$ cat config.mk
export PLATFORM = sky130hd
export DESIGN_NAME = hilo_seq_flat
export DESIGN_NICKNAME = d
export VERILOG_FILES = /design/src/rtl/hilo_pkg.sv /design/src/rtl/hilo_seq_if.sv /design/src/rtl/hilo_timer.sv /design/src/rtl/hilo_seq.sv /design/src/flat_wrapper.sv
export SDC_FILE = /design/constraint.sdc
export NUM_CORES = 1
export LEC_CHECK = 0
export CORE_ASPECT_RATIO = 0.75
export CORE_MARGIN = 10
export CORE_UTILIZATION = 55
export DETAILED_ROUTE_END_ITERATION = 10
export DONT_BUFFER_PORTS = 1
export GPL_TIMING_DRIVEN = 1
export PLACE_DENSITY_LB_ADDON = 0.1
export SETUP_SLACK_MARGIN = 0.02
export SYNTH_ARGS = -nofsm -noshare
export SYNTH_HDL_FRONTEND = slang
export SYNTH_HIERARCHICAL = 1
export SYNTH_SLANG_ARGS = --single-unit
$ cat constraint.sdc
create_clock -name clk -period 1.7 [get_ports clk]
set_input_delay 0.34 -clock clk [delete_from_list [all_inputs] [get_ports clk]]
set_output_delay 0.34 -clock clk [all_outputs]
set_load 0.005 [all_outputs]
$ cat src/rtl/hilo_pkg.sv
// Shared types and constants for the HI/LO sequencer.
package hilo_pkg;

    typedef enum logic [2:0] {
        IDLE,
        DIV_GO,
        DIV_WAIT,
        MUL_GO,
        MUL_WAIT
    } hilo_state_t;

    localparam logic OP_DIV  = 1'b0;
    localparam logic OP_MULT = 1'b1;

    localparam int unsigned DEF_TIMEOUT = 40;

endpackage

$ cat src/rtl/hilo_seq_if.sv
// Start/stop handshake and result buses between the sequencer and the div/mult units.
interface hilo_seq_if;

    logic        div_ctrl;
    logic        div_stop;
    logic        div_zero;
    logic [31:0] div_hi;
    logic [31:0] div_lo;

    logic        mult_ctrl;
    logic        mult_stop;
    logic [31:0] mult_hi;
    logic [31:0] mult_lo;

    modport master (
        output div_ctrl, mult_ctrl,
        input  div_stop, div_zero, div_hi, div_lo,
        input  mult_stop, mult_hi, mult_lo
    );

    modport slave (
        input  div_ctrl, mult_ctrl,
        output div_stop, div_zero, div_hi, div_lo,
        output mult_stop, mult_hi, mult_lo
    );

endinterface

$ cat src/rtl/hilo_timer.sv
// Loadable up-counter; tc flags the last cycle of a TIMEOUT-cycle window.
module hilo_timer #(
    parameter int unsigned TW      = 6,
    parameter int unsigned TIMEOUT = 40
) (
    input  logic clk,
    input  logic reset,
    input  logic load,
    input  logic en,
    output logic tc
);

    logic [TW-1:0] count;

    assign tc = (count == TW'(TIMEOUT - 1));

    always_ff @(posedge clk or negedge reset) begin
        if (!reset) begin
            count <= '0;
        end else if (load) begin
            count <= '0;
        end else if (en && !tc) begin
            count <= count + TW'(1);
        end
    end

endmodule

$ cat src/rtl/hilo_seq.sv
// DIV/MULT sequencer with architectural HI/LO registers, MTHI/MTLO writes and
// stop/zero/timeout handling towards the control unit.
module hilo_seq
    import hilo_pkg::*;
#(
    parameter int unsigned TIMEOUT = DEF_TIMEOUT,
    parameter int unsigned TW      = 6
) (
    input  logic              clk,
    input  logic              reset,
    input  logic              op_start,
    input  logic              op_sel,
    input  logic              mthi_we,
    input  logic              mtlo_we,
    input  logic [31:0]       wdata,
    hilo_seq_if.master        unit,
    output logic              unit_rst,
    output logic [31:0]       hi,
    output logic [31:0]       lo,
    output logic              busy,
    output logic              done,
    output logic              div_zero_exc,
    output logic              timeout_err
);

    hilo_state_t state;
    logic        tc;

    assign busy = (state != IDLE);

    // Counter sits at 0 while idle, so it reads 0 in the GO cycle and counts WAIT cycles from there.
    hilo_timer #(
        .TW      (TW),
        .TIMEOUT (TIMEOUT)
    ) u_timer (
        .clk   (clk),
        .reset (reset),
        .load  (state == IDLE),
        .en    (busy),
        .tc    (tc)
    );

    always_ff @(posedge clk or negedge reset) begin
        if (!reset) begin
            state          <= IDLE;
            hi             <= '0;
            lo             <= '0;
            done           <= 1'b0;
            div_zero_exc   <= 1'b0;
            timeout_err    <= 1'b0;
            unit.div_ctrl  <= 1'b0;
            unit.mult_ctrl <= 1'b0;
            unit_rst       <= 1'b1;
        end else begin
            unit_rst       <= 1'b0;
            done           <= 1'b0;
            div_zero_exc   <= 1'b0;
            unit.div_ctrl  <= 1'b0;
            unit.mult_ctrl <= 1'b0;
            case (state)
                IDLE: begin
                    if (mthi_we) hi <= wdata;
                    if (mtlo_we) lo <= wdata;
                    if (op_start) begin
                        timeout_err <= 1'b0;
                        if (op_sel == OP_DIV) begin
                            state         <= DIV_GO;
                            unit.div_ctrl <= 1'b1;
                        end else begin
                            state          <= MUL_GO;
                            unit.mult_ctrl <= 1'b1;
                        end
                    end
                end
                DIV_GO: state <= DIV_WAIT;
                DIV_WAIT: begin
                    // Zero beats stop; either completion beats a coincident timeout.
                    if (unit.div_zero) begin
                        div_zero_exc <= 1'b1;
                        state        <= IDLE;
                    end else if (unit.div_stop) begin
                        hi    <= unit.div_hi;
                        lo    <= unit.div_lo;
                        done  <= 1'b1;
                        state <= IDLE;
                    end else if (tc) begin
                        timeout_err <= 1'b1;
                        state       <= IDLE;
                    end
                end
                MUL_GO: state <= MUL_WAIT;
                MUL_WAIT: begin
                    if (unit.mult_stop) begin
                        hi    <= unit.mult_hi;
                        lo    <= unit.mult_lo;
                        done  <= 1'b1;
                        state <= IDLE;
                    end else if (tc) begin
                        timeout_err <= 1'b1;
                        state       <= IDLE;
                    end
                end
                default: state <= IDLE;
            endcase
        end
    end

endmodule
$ cat src/flat_wrapper.sv
// flat-port wrapper written by rule: the top's interface ports become plain ports
module hilo_seq_flat import hilo_pkg::*;
#(
    parameter int unsigned TIMEOUT = DEF_TIMEOUT,
    parameter int unsigned TW      = 6
)
  (clk, reset, op_start, op_sel, mthi_we, mtlo_we, wdata, unit_rst, hi, lo, busy, done, div_zero_exc, timeout_err, unit_div_ctrl, unit_mult_ctrl, unit_div_stop, unit_div_zero, unit_div_hi, unit_div_lo, unit_mult_stop, unit_mult_hi, unit_mult_lo);
  hilo_seq_if unit_i ();
  input  logic clk;
  input  logic reset;
  input  logic op_start;
  input  logic op_sel;
  input  logic mthi_we;
  input  logic mtlo_we;
  input  logic [31:0] wdata;
  output logic unit_rst;
  output logic [31:0] hi;
  output logic [31:0] lo;
  output logic busy;
  output logic done;
  output logic div_zero_exc;
  output logic timeout_err;
  output wire logic [$bits(unit_i.div_ctrl)-1:0] unit_div_ctrl;
  output wire logic [$bits(unit_i.mult_ctrl)-1:0] unit_mult_ctrl;
  input wire logic [$bits(unit_i.div_stop)-1:0] unit_div_stop;
  input wire logic [$bits(unit_i.div_zero)-1:0] unit_div_zero;
  input wire logic [$bits(unit_i.div_hi)-1:0] unit_div_hi;
  input wire logic [$bits(unit_i.div_lo)-1:0] unit_div_lo;
  input wire logic [$bits(unit_i.mult_stop)-1:0] unit_mult_stop;
  input wire logic [$bits(unit_i.mult_hi)-1:0] unit_mult_hi;
  input wire logic [$bits(unit_i.mult_lo)-1:0] unit_mult_lo;
  assign unit_div_ctrl = unit_i.div_ctrl;
  assign unit_mult_ctrl = unit_i.mult_ctrl;
  assign unit_i.div_stop = unit_div_stop;
  assign unit_i.div_zero = unit_div_zero;
  assign unit_i.div_hi = unit_div_hi;
  assign unit_i.div_lo = unit_div_lo;
  assign unit_i.mult_stop = unit_mult_stop;
  assign unit_i.mult_hi = unit_mult_hi;
  assign unit_i.mult_lo = unit_mult_lo;
  hilo_seq #(.TIMEOUT(TIMEOUT), .TW(TW)) u_core (.clk(clk), .reset(reset), .op_start(op_start), .op_sel(op_sel), .mthi_we(mthi_we), .mtlo_we(mtlo_we), .wdata(wdata), .unit(unit_i), .unit_rst(unit_rst), .hi(hi), .lo(lo), .busy(busy), .done(done), .div_zero_exc(div_zero_exc), .timeout_err(timeout_err));
endmodule
## Word-level counts from Yosys, hierarchy flattened

Cells that the tools add are included.

- Output and inout bits: 71
- Input bits: 169
- Bits in registers: 79
- Word-level logic and storage cells: 70

- Multiplexer cells: 37
- Add/subtract/negate cells: 1
- Reductions and logical operators: 9
- Equality and inequality tests: 13

Operators by type and width:

| kind | count |
|---|---|
| 2-to-1 mux 32 bit | 8 |
| case mux 32 bit (3 select lines) | 2 |
| 2-to-1 mux 1 bit | 16 |
| != test 2 bit, second input constant | 8 |
| 2-to-1 mux 3 bit | 5 |
| case mux 3 bit (5 select lines) | 1 |
| AND reduction 5 bit | 3 |
| 2-to-1 mux 6 bit | 2 |
| adder 6 x 1 -> 6 bit, second input constant | 1 |
| equality test 3 x 2 -> 1 bit, second input constant | 2 |
| equality test 6 bit, second input constant | 1 |
| nonzero test 3 bit | 2 |
| equality test 3 x 1 -> 1 bit, second input constant | 1 |
| equality test 3 bit, second input constant | 1 |
| zero test 3 bit | 1 |
| case mux 1 bit (3 select lines) | 1 |
| 2-to-1 mux 2 bit | 1 |
| case mux 1 bit (2 select lines) | 1 |
| nonzero test 2 bit | 1 |
| logical AND 1 bit | 1 |
| zero test 1 bit | 1 |

## Depth between registers and ports, before layout

Gate-level depths: netlist of the first run.

- Depth after elaboration: 5
- Mapped depth: 9

## By module

Netlist of the first run, hierarchy kept.

Modules (own cells, without submodules):

| module | seq. area each (sq um) | instances | cells an instance | area an instance (sq um) |
|---|---|---|---|---|
| hilo_seq | 1,828.0 | 1 | 472 | 4,643.2 |
| hilo_timer | 150.1 | 1 | 40 | 401.6 |

## Worst setup path before layout of the first run

Ideal clock, no wire load.

- Path type: register -> register
- Start point: register u_core.state[0]
- End point: register u_core.u_timer.count[1]
- Slack: -58 ps
- Arrival time: 1,623 ps
- Library setup time: 135 ps
- Cell stages (with the launch flop): 9
- Path through: dfrtp_1 > buf_4 > or2_4 > buf_2 > nor2_1 > inv_1 > buf_6 > a41oi_1 > o211ai_1

- Longest elaborated chain between the ends: 3
- Elaborated cells between the ends (all ways): 5
- Classes of those cells: mux (1); reduce/logical (4)

RTL lines:

| what | line | text |
|---|---|---|
| start, declared | hilo_seq.sv:26 | `hilo_state_t state;` |
| start signal, assigned | hilo_seq.sv:45 | `state <= IDLE;` |
| start signal, assigned | hilo_seq.sv:67 | `state <= DIV_GO;` |
| start signal, assigned | hilo_seq.sv:70 | `state <= MUL_GO;` |
| nonzero test 3 bit | hilo_seq.sv:29 | `assign busy = (state != IDLE);` |
| net busy | flat_wrapper.sv:19 | `output logic busy;` |
| logical AND 1 bit | hilo_timer.sv:22 | `end else if (en && !tc) begin` |
| nonzero test 2 bit (no source line) | n/a |  |
| end signal, assigned | hilo_timer.sv:23 | `count <= count + TW'(1);` |
| end, declared | hilo_timer.sv:13 | `logic [TW-1:0] count;` |

The timed path passes the listed nets, and every way through them passes these cells.
A chain may end at the register's enable or synchronous reset.

## Worst setup path after layout of the first run

- Start point: register u_core.state[1]
- End point: register u_core.hi[30]

- Longest elaborated chain between the ends: 3
- Elaborated cells between the ends (all ways): 10
- Classes of those cells: eq/ne (6); mux (1); reduce/logical (3)

RTL lines:

| what | line | text |
|---|---|---|
| equality test 3 bit (tied with other cells) | hilo_seq.sv:60 | `case (state)` |
| != test 2 bit (no source line) / nonzero test 3 bit (equally long branches) | n/a |  |
| AND reduction 5 bit (no source line) | n/a |  |
| end signal, assigned | hilo_seq.sv:62 | `if (mthi_we) hi <= wdata;` |
| end signal, assigned | hilo_seq.sv:82 | `hi <= unit.div_hi;` |
| end signal, assigned | hilo_seq.sv:94 | `hi <= unit.mult_hi;` |
| end, declared | hilo_seq.sv:18 | `output logic [31:0] hi,` |

Parallel ways exist; a longest one is shown, timed or not.

==> results of run 1 <==
timing repair:
action / 4_1_cts / 5_1_grt
hold endpoints to repair: 79 / 79
resized for setup: 40 / 46
pin swaps: 4 / 5
setup buffers: 12 / 6
gates cloned: 6 / 1
endpoints found under the setup margin: 68 / 66
cell type report:
cell class	count	area, sq um	area share, %
Clock buffer	12	246.5	3.951
Timing Repair Buffer	59	747.0	11.97
Clock inverter	4	95.09	1.524
Multi-Input combinational cell	378	3009	48.24
Sequential cell	79	1982	31.77
Tap cell	112	140.1	2.246
Inverter	5	18.77	0.3008
Yosys cell counts (2+ instances only):
library cell | instances | area [sq um]
nand2_1 | 5 | 18.77
nand4b_1 | 2 | 17.52
buf_6 | 10 | 112.6
nor3_1 | 64 | 320.3
nand3_1 | 3 | 15.01
o211ai_1 | 2 | 15.01
o22ai_1 | 2 | 12.51
clkbuf_1 | 25 | 93.84
a211oi_1 | 64 | 480.5
inv_1 | 5 | 18.77
or2b_1 | 2 | 15.01
buf_2 | 12 | 60.06
nor3b_1 | 2 | 15.01
nand2b_1 | 32 | 200.2
dfrtp_1 | 78 | 1952
mux2_4 | 33 | 495.5
buf_4 | 2 | 15.01
o31ai_4 | 2 | 42.54
o21ai_0 | 63 | 315.3
nor2_1 | 8 | 30.03
mux2_2 | 31 | 349.1
a21oi_1 | 38 | 190.2
worst max-delay path by stage:
stage,from,endpoint,slack [ps]
after floorplan,u_core/state[1],u_core/hi[0],-40
final,u_core/state[1],u_core/hi[30],-90
after global placement,u_core/state[1],u_core/hi[21],-120
after detailed placement,u_core/state[1],u_core/lo[26],-160
after CTS,u_core/state[1],u_core/lo[26],-130
after global routing,u_core/state[1],u_core/hi[1],-140
worst max-delay path: stages (launching register included):
cell and delay, ps:
dfrtp_4 510, or2_4 280, o31ai_4 230, buf_6 180, buf_12 160, mux2_4 310
registers in the layout, summed over array words and instances, names as in the netlist:
register / flops
u_core/hi: 32
u_core/lo: 32
u_core/u_timer/count: 6
u_core/state: 3
u_core/div_zero_exc: 1
u_core/done: 1
u_core/timeout_err: 1
u_core/unit.div_ctrl: 1
u_core/unit.mult_ctrl: 1
u_core/unit_rst: 1
kinds of logic (layout without fill, tap and decap cells):
family | Yosys count | after routing
other cells | 1 | 1
buf+inv | 55 | 80
simple gates | 131 | 131
xor+xnor | 1 | 1
flops | 79 | 79
mux | 64 | 64
compound gates | 180 | 180
fa+ha+maj | 1 | 1
through the flow:
step | hold WS [ps] | area, sq um | setup slack, ps | total power (uW)
floorplan | 44.41 | 5154 | -38.75 | 8844
global placement | 46.87 | 5335 | -120.2 | 10300
finish | -301.8 | 6238 | -94.15 | 14410
CTS | -311.2 | 6058 | -125.4 | 14040
global route | -324.9 | 6238 | -135.4 | 15220
detailed placement | 47.05 | 5335 | -158.5 | 10500
routing by layer:
metal	part of all wire [%]	global-route usage [%]	wire, microns
met1	38	30.03	6733
met2	47	39.98	8219
met3	13	11.31	2346
met4	1.9	6.820	335
met5	0	0	0
report_power, final:
part	internal, uW	total [uW]	switching [uW]
sequential	2820	3740	921
combinational	4650	8470	3820
clock	1470	2200	731
==> metrics.txt, run 1 <==
CORE AREA about 9000 sq um; commonest non-fill, non-tap cell in the layout dfrtp_1; die height 102.9 microns; fin cells ~650; Seq/Total Area, Yosys around two fifths; Row Count 30; Avg Synthesized Cell Area about 9.9 sq um; Synthesized Nets between 600 and 700; drt first pass iters 5; Period minus WS final between 1500 and 2000 ps; Hold WS -301.8 ps; Adder-Cell Fraction of Synth Area 0.2480%; H-tree depth 3; Port Buffers 0; DRT iter0 DRCs ~280; max-capacitance violation count 0; Vias/cell ~6.7; Setup Skew approximately 9.2 ps; maximum VDD drop around 1.2 mV; Vias around 4.4k; Final Worst Setup Slack -94.15 ps; Pleak 0.002561 uW; main combinational cell family by area after synthesis compound AO/OA/AOI/OAI gates; most frequent cells in the layout dfrtp_1 (77), mux2_4 (64), a211oi_1 (63); drt wl/cell about 27 microns; layout cells sized above 1 around 33%; worst-path fanout max 11; DRC 0; CTS Buffer Depth 2; worst r2r dst u_core/hi[30]; Setup-failing EPs final 65; GRT Util Overall 25.03%; Period Utilization, post-route 105.5%; first-pass GRT wire length 25.84 mm; clock slew at reported path FFs 60 ps; fmax 0.5574 GHz; Reg2Reg Depth 5; multiplexer area fraction after synthesis 16.74%; Mapped Cells slightly above 500; synth warn 6; Cells after DPL 608; Num Clock Sinks 79; gr ovfl total 0; Die Width 130.6 microns; antenna viol nets, final 0; synthesized area a little over 5000 sq um; crit start category register; post-synth cell types between 40 and 50; pwr/cell area ~2300 nW/um^2; critical path type register to register; Final Hold Viols between 70 and 80; fill count around 660; initial antenna violation count 0; type of the most critical hold path primary input to asynchronous set/reset pin; Die ar. roughly 13000 sq um; status complete, but fails checks; Post-synth EDFFs 0; critical path arrival about 2000 ps; Ant. Diodes 0; unrepaired setup endpoints after global routing yes; gpl congestion 0.8632; post-synthesis xor/xnor area fraction less than 1%; FFs w/ async S/R, synth 100.0%; final max-slew violation count 0; TritonCTS buffer count 9; synthesized flop and latch total 79; vias in the first global route between 4k and 5k; reg-to-reg slack, setup -90 ps; Worst setup EP type register; Area Overhead vs Synth 23.66%; fin nets 702; Starting Density 56.00%; largest net degree at the start of global routing 80; Root Buffer Master clkbuf_16; Clock Latency Late Sink roughly 330 ps; TNS Setup -4346 ps; Routed WL approximately 18 mm; CTS tree yes; failing checks hold timing, setup timing; ys flop type dfrtp_1; DP Wirelength 12.72 mm; Top-Level Pins 240; Post-Synth Simple-Gate Area between 10% and 20%; CP Data Required Time about 1900 ps; post-layout util between 60 and 70%; worst r2r src u_core/state[1]; Compound-Gate Fraction of Synth Area 22.77%
No activity file was read; power rests on OpenSTA's default activity.
==> inputs of run 2 (changes only) <==
ABC_AREA = 0   (was not set)
clock period = 1.9 ns   (was 1.7 ns; I/O delays follow)
==> metrics.txt, run 2 (synthesis gave the netlist of run 1 again) <==
status complete, but fails checks; failing checks hold timing; layout cells sized above 1 25.49%; pwr/cell area approximately 2000 nW/um^2; critical path type register to register; Starting Density a little under three fifths; Period minus WS final 1856 ps; worst-path fanout max 22; TritonCTS buffer count 9; H-tree depth 3; CTS Buffer Depth 2; most frequent cells in the layout dfrtp_1 (75), nor3_1 (64), a211oi_1 (64); final max-slew violation count 0; crit start category register; max-capacitance violation count 0; Pleak 0.002212 uW; post-layout util about 63%; Top-Level Pins between 200 and 250; Num Clock Sinks a little under 80; Clock Latency Late Sink roughly 340 ps; vias in the first global route about 4.3k; Die ar. approximately 13000 sq um; commonest non-fill, non-tap cell in the layout dfrtp_1; DP Wirelength between 10 and 15 mm; fin nets about 680; post-place setup slack -45.23 ps; Vias about 4.2k; DRC 0; Root Buffer Master clkbuf_16; critical path arrival between 2000 and 2500 ps; CP Data Required Time around 2100 ps; gr ovfl total 0; drt wl/cell 26.29 microns; Setup Skew about 3.5 ps; fmax ~0.54 GHz; largest net degree at the start of global routing 80; die height about 100 microns; unrepaired setup endpoints after global routing yes; gpl congestion 0.7884; Period Utilization, post-route between 90% and 100%; Vias/cell just under 7; reg-to-reg slack, setup 40 ps; Die Width between 100 and 150 microns; maximum VDD drop around 0.91 mV; Setup-failing EPs final 0; Final Hold Viols just under 80; Worst setup EP type register; CTS tree yes; CORE AREA 9009 sq um; Hold WS -263.7 ps; clock slew at reported path FFs roughly 60 ps; antenna viol nets, final 0; Reg2Reg Depth 4; GRT Util Overall around a quarter; DRT iter0 DRCs just under 300; Final Worst Setup Slack about 44 ps; first-pass GRT wire length around 25 mm; type of the most critical hold path primary input to asynchronous set/reset pin; initial antenna violation count 1; worst r2r dst u_core/lo[23]; TNS Setup 0 ps; largest registers u_core/hi: 32 flops, u_core/lo: 32 flops, u_core/u_timer/count: 6 flops; post-route cell area between 5000 and 6000 sq um; placed cell area between 5000 and 6000 sq um; worst r2r src u_core/state[1]; Routed WL 16.48 mm; Area Overhead vs Synth 12.00%; Row Count 30; Port Buffers 0; drt first pass iters 5
-- run 2: cell types whose count changed in the layout (fill, tap and decap cells not counted), moves of 4 or more --
| cell | delta |
|---|---|
| o21ai_1 | -24 |
| mux2_4 | -31 |
| buf_6 | -7 |
| buf_4 | -5 |
| nor3_1 | +6 |
| mux2_2 | +31 |
| nor3_2 | -6 |
| buf_16 | -4 |
| buf_12 | -5 |
| o21ai_0 | +26 |
| a21oi_1 | +15 |
| a21oi_2 | -15 |
-- run 2: worst max path at each step --
stage               slack, ps                      end  cells past startpoint       startpoint
global route                2            u_core/lo[23]                      4  u_core/state[1]
detailed placement        -50            u_core/hi[11]                      5  u_core/state[2]
CTS                       -20                     busy                      4  u_core/state[1]
finish                     40            u_core/lo[23]                      4  u_core/state[1]
global placement            4             u_core/hi[5]                      5  u_core/state[2]
floorplan                 140  u_core/u_timer/count[1]                      8  u_core/state[0]
-- run 2: metrics by stage --
stage / std cells / total power (uW)
5_1_grt: 626 / 12040
3_3_place_gp: 600 / 8718
3_5_place_dp: 600 / 8863
2_1_floorplan: 512 / 7508
6_report: 627 / 11290
4_1_cts: 620 / 11160
-- run 2: worst max-delay path: stages, from the launching register on --
cell and delay [ps]:
dfrtp_4 520, or2_4 320, o31ai_4 280, buf_12 250, mux2_2 360
-- run 2: layout make-up --
class / instances / area (sq um)
multi-input cells: 379 / 2775
repair buffers: 35 / 357.8
inverters: 5 / 18.77
well taps: 112 / 140.1
flip-flops and latches: 79 / 1984
clock inverters: 5 / 128.9
fillers: 733 / 3358
diodes: 1 / 2.502
clock buffers: 11 / 242.7
-- run 2: metal layers --
metal  up-vias  wire length, microns  global-route usage (%)
li1       1911                     -                       -
met2       256                  7687                   36.87
met1      2057                  6336                   28.64
met4         0                   203                   6.394
met5         -                     0                       0
met3        19                  2256                   11.00
-- run 2: timing repair --
| action | in CTS | in global routing |
|---|---|---|
| buffers inserted | 3 | 5 |
| resized for setup | 3 | 5 |
| endpoints found under the hold margin | 79 | 79 |
| cloned | 1 | 1 |
| pin swaps | 1 | 1 |
| endpoints found under the setup margin | 61 | 58 |
-- run 2: report_power, final --
part / internal, uW / leakage, uW / switching (uW) / total [uW]
clock: 1450 / 0.000180 / 671 / 2130
sequential: 2520 / 0.000923 / 788 / 3310
combinational: 2920 / 0.00111 / 2930 / 5850
total: 6900 / 0.00221 / 4390 / 11300
==> inputs of run 3 (changes only) <==
CORE_UTILIZATION = 40   (was 55)
PLACE_DENSITY = 0.57   (was not set)
PLACE_DENSITY_LB_ADDON = not set   (was 0.1)
==> metrics.txt, run 3 (synthesis gave the netlist of run 1 again) <==
Setup-failing EPs final 0; CP Cell Sequence buf_12, o32ai_4, o31ai_4, buf_6, clkbuf_16, mux2_4; Ant. Diodes 0; maximum VDD drop approximately 0.84 mV; Final Hold Viols just under 80; vias in the first global route between 4k and 5k; Top-Level Pins 240; Die ar. 17550 sq um; Die Width 149.7 microns; Slew @ Worst Pin 508.7 ps; Sw Ratio 39.77%; die height 117.3 microns; slew margin rel. ~66%; Final Worst Setup Slack roughly 57 ps; drt wl/cell 26.22 microns; Starting Density about 41%; DRC 0; combinational power share ~53%; DRT iter0 DRCs 315; status complete, but fails checks; Pleak approximately 0.0022 uW; largest registers u_core/hi: 32 flops, u_core/lo: 32 flops, u_core/u_timer/count: 6 flops; first-pass GRT wire length around 26 mm; Period minus WS final 1843 ps; H-tree depth 3; max incr delay on CP ~500 ps; Root Buffer Master clkbuf_16; clock slew at reported path FFs 70 ps; gpl congestion between 0.8 and 0.9; CORE AREA about 12000 sq um; Clock Latency Late Sink approximately 330 ps; Sw Pwr between 4000 and 5000 uW; Cells after DPL roughly 650; commonest non-fill, non-tap cell in the layout dfrtp_1; antenna viol nets, final 0; CTS tree yes; worst-path fanout max 8; Area Overhead vs Synth 14.01%; power share of the clock group roughly 17%; most frequent cells in the layout dfrtp_1 (75), a211oi_1 (63), o21ai_0 (62); final max-slew violation count 0; type of the most critical hold path primary input to asynchronous set/reset pin; CP delay by family, top flip-flops; pwr/cell area between 1500 and 2000 nW/um^2; crit start category register; Num Clock Sinks 79; post-place setup slack 26.63 ps; critical path type register to register; GRT Util Overall approximately a fifth; Seq pwr share 29.3%; TritonCTS buffer count 9; Buf+Inv Stages, Crit Path 3; max-capacitance violation count 0; Row Count 35; gr ovfl total 0; CP Data Required Time about 2100 ps; Vias/cell ~6.2; fin nets around 680; Setup Skew approximately 13 ps; Routed WL 17.83 mm; drt first pass iters 4; layout cells sized above 1 26.65%; P_int 6811 uW; Port Buffers 0; failing checks hold timing; DP Wirelength approximately 13 mm; fmax ~0.54 GHz; CP max stage cell dfrtp_4; Worst setup EP type register; fin cells 680; Vias roughly 4.2k; critical path arrival just over 2000 ps; unrepaired setup endpoints after global routing yes; Hold WS -259.0 ps; Period Utilization, post-route a little over nine tenths; largest net degree at the start of global routing 80; CTS Buffer Depth 2; initial antenna violation count 2; total power 11310 uW
## run 3: cell types whose count changed in the layout (fill, tap and decap cells not counted), sizes merged
| cell | delta |
|---|---|
| clkinv | +2 |
| bufinv | -1 |
| or2 | -1 |
| diode | -1 |
## run 3: routing by layer
layer  share of wire, %  track usage, %  wire length [microns]  vias up
li1                   -               -                      -     1911
met5              0.039               0                      7        -
met4               0.95           4.522                    170        2
met3                 13           9.297                   2364       13
met1                 39           21.54                   6884     2081
met2                 47           30.86                   8406      216
## run 3: per-stage QoR
stage / hold slack, ps / area, sq um / util (%) / setup TNS [ps]
floorplan: 84.41 / 5045 / - / 0
global placement: 89.46 / 5230 / 42.50 / -1.721
detailed placement: 88.72 / 5230 / 42.50 / 0
CTS: -272.5 / 5592 / 45.44 / 0
global route: -285.0 / 5752 / 46.74 / 0
finish: -259.0 / 5752 / 46.74 / 0
## run 3: what timing repair did
action                     CTS  global route
hold endpoints to repair    79            79
gates resized for setup      5            16
buffers inserted             2             5
cloned                       0             3
setup endpoints to repair    2            55
pin swaps                    0             3
## run 3: area by class of cell
cell class	instances	area, sq um
Clock buffer	10	229.0
Clock inverter	6	108.9
Fill cell	1151	6554
Inverter	5	21.27
Multi-Input combinational cell	378	2806
Sequential cell	79	1984
Tap cell	166	207.7
Timing Repair Buffer	36	394.1
## run 3: path summary, 6_finish.rpt
kind                                       from                    end  slack (ps)  depth (start not counted)
worst max-delay path            u_core/state[1]           u_core/hi[2]          60                          6
worst min-delay path                      reset  u_core/unit.mult_ctrl        -260                          0
worst max register to register  u_core/state[1]           u_core/hi[2]          60                          6
worst min register to register  u_core/state[2]        u_core/state[1]         530                          1
max in group asynchronous                 reset        u_core/unit_rst        1990                          0
min in group clk                         op_sel   u_core/unit.div_ctrl         100                          1
## run 3: power groups by stage
stage	clock, uW	combinational, uW	sequential (uW)
floorplan	0	4520	2990
global placement	0	5420	3370
detailed placement	0	5590	3370
CTS	2020	5650	3350
global route	2110	6560	3430
finish	1960	6030	3310
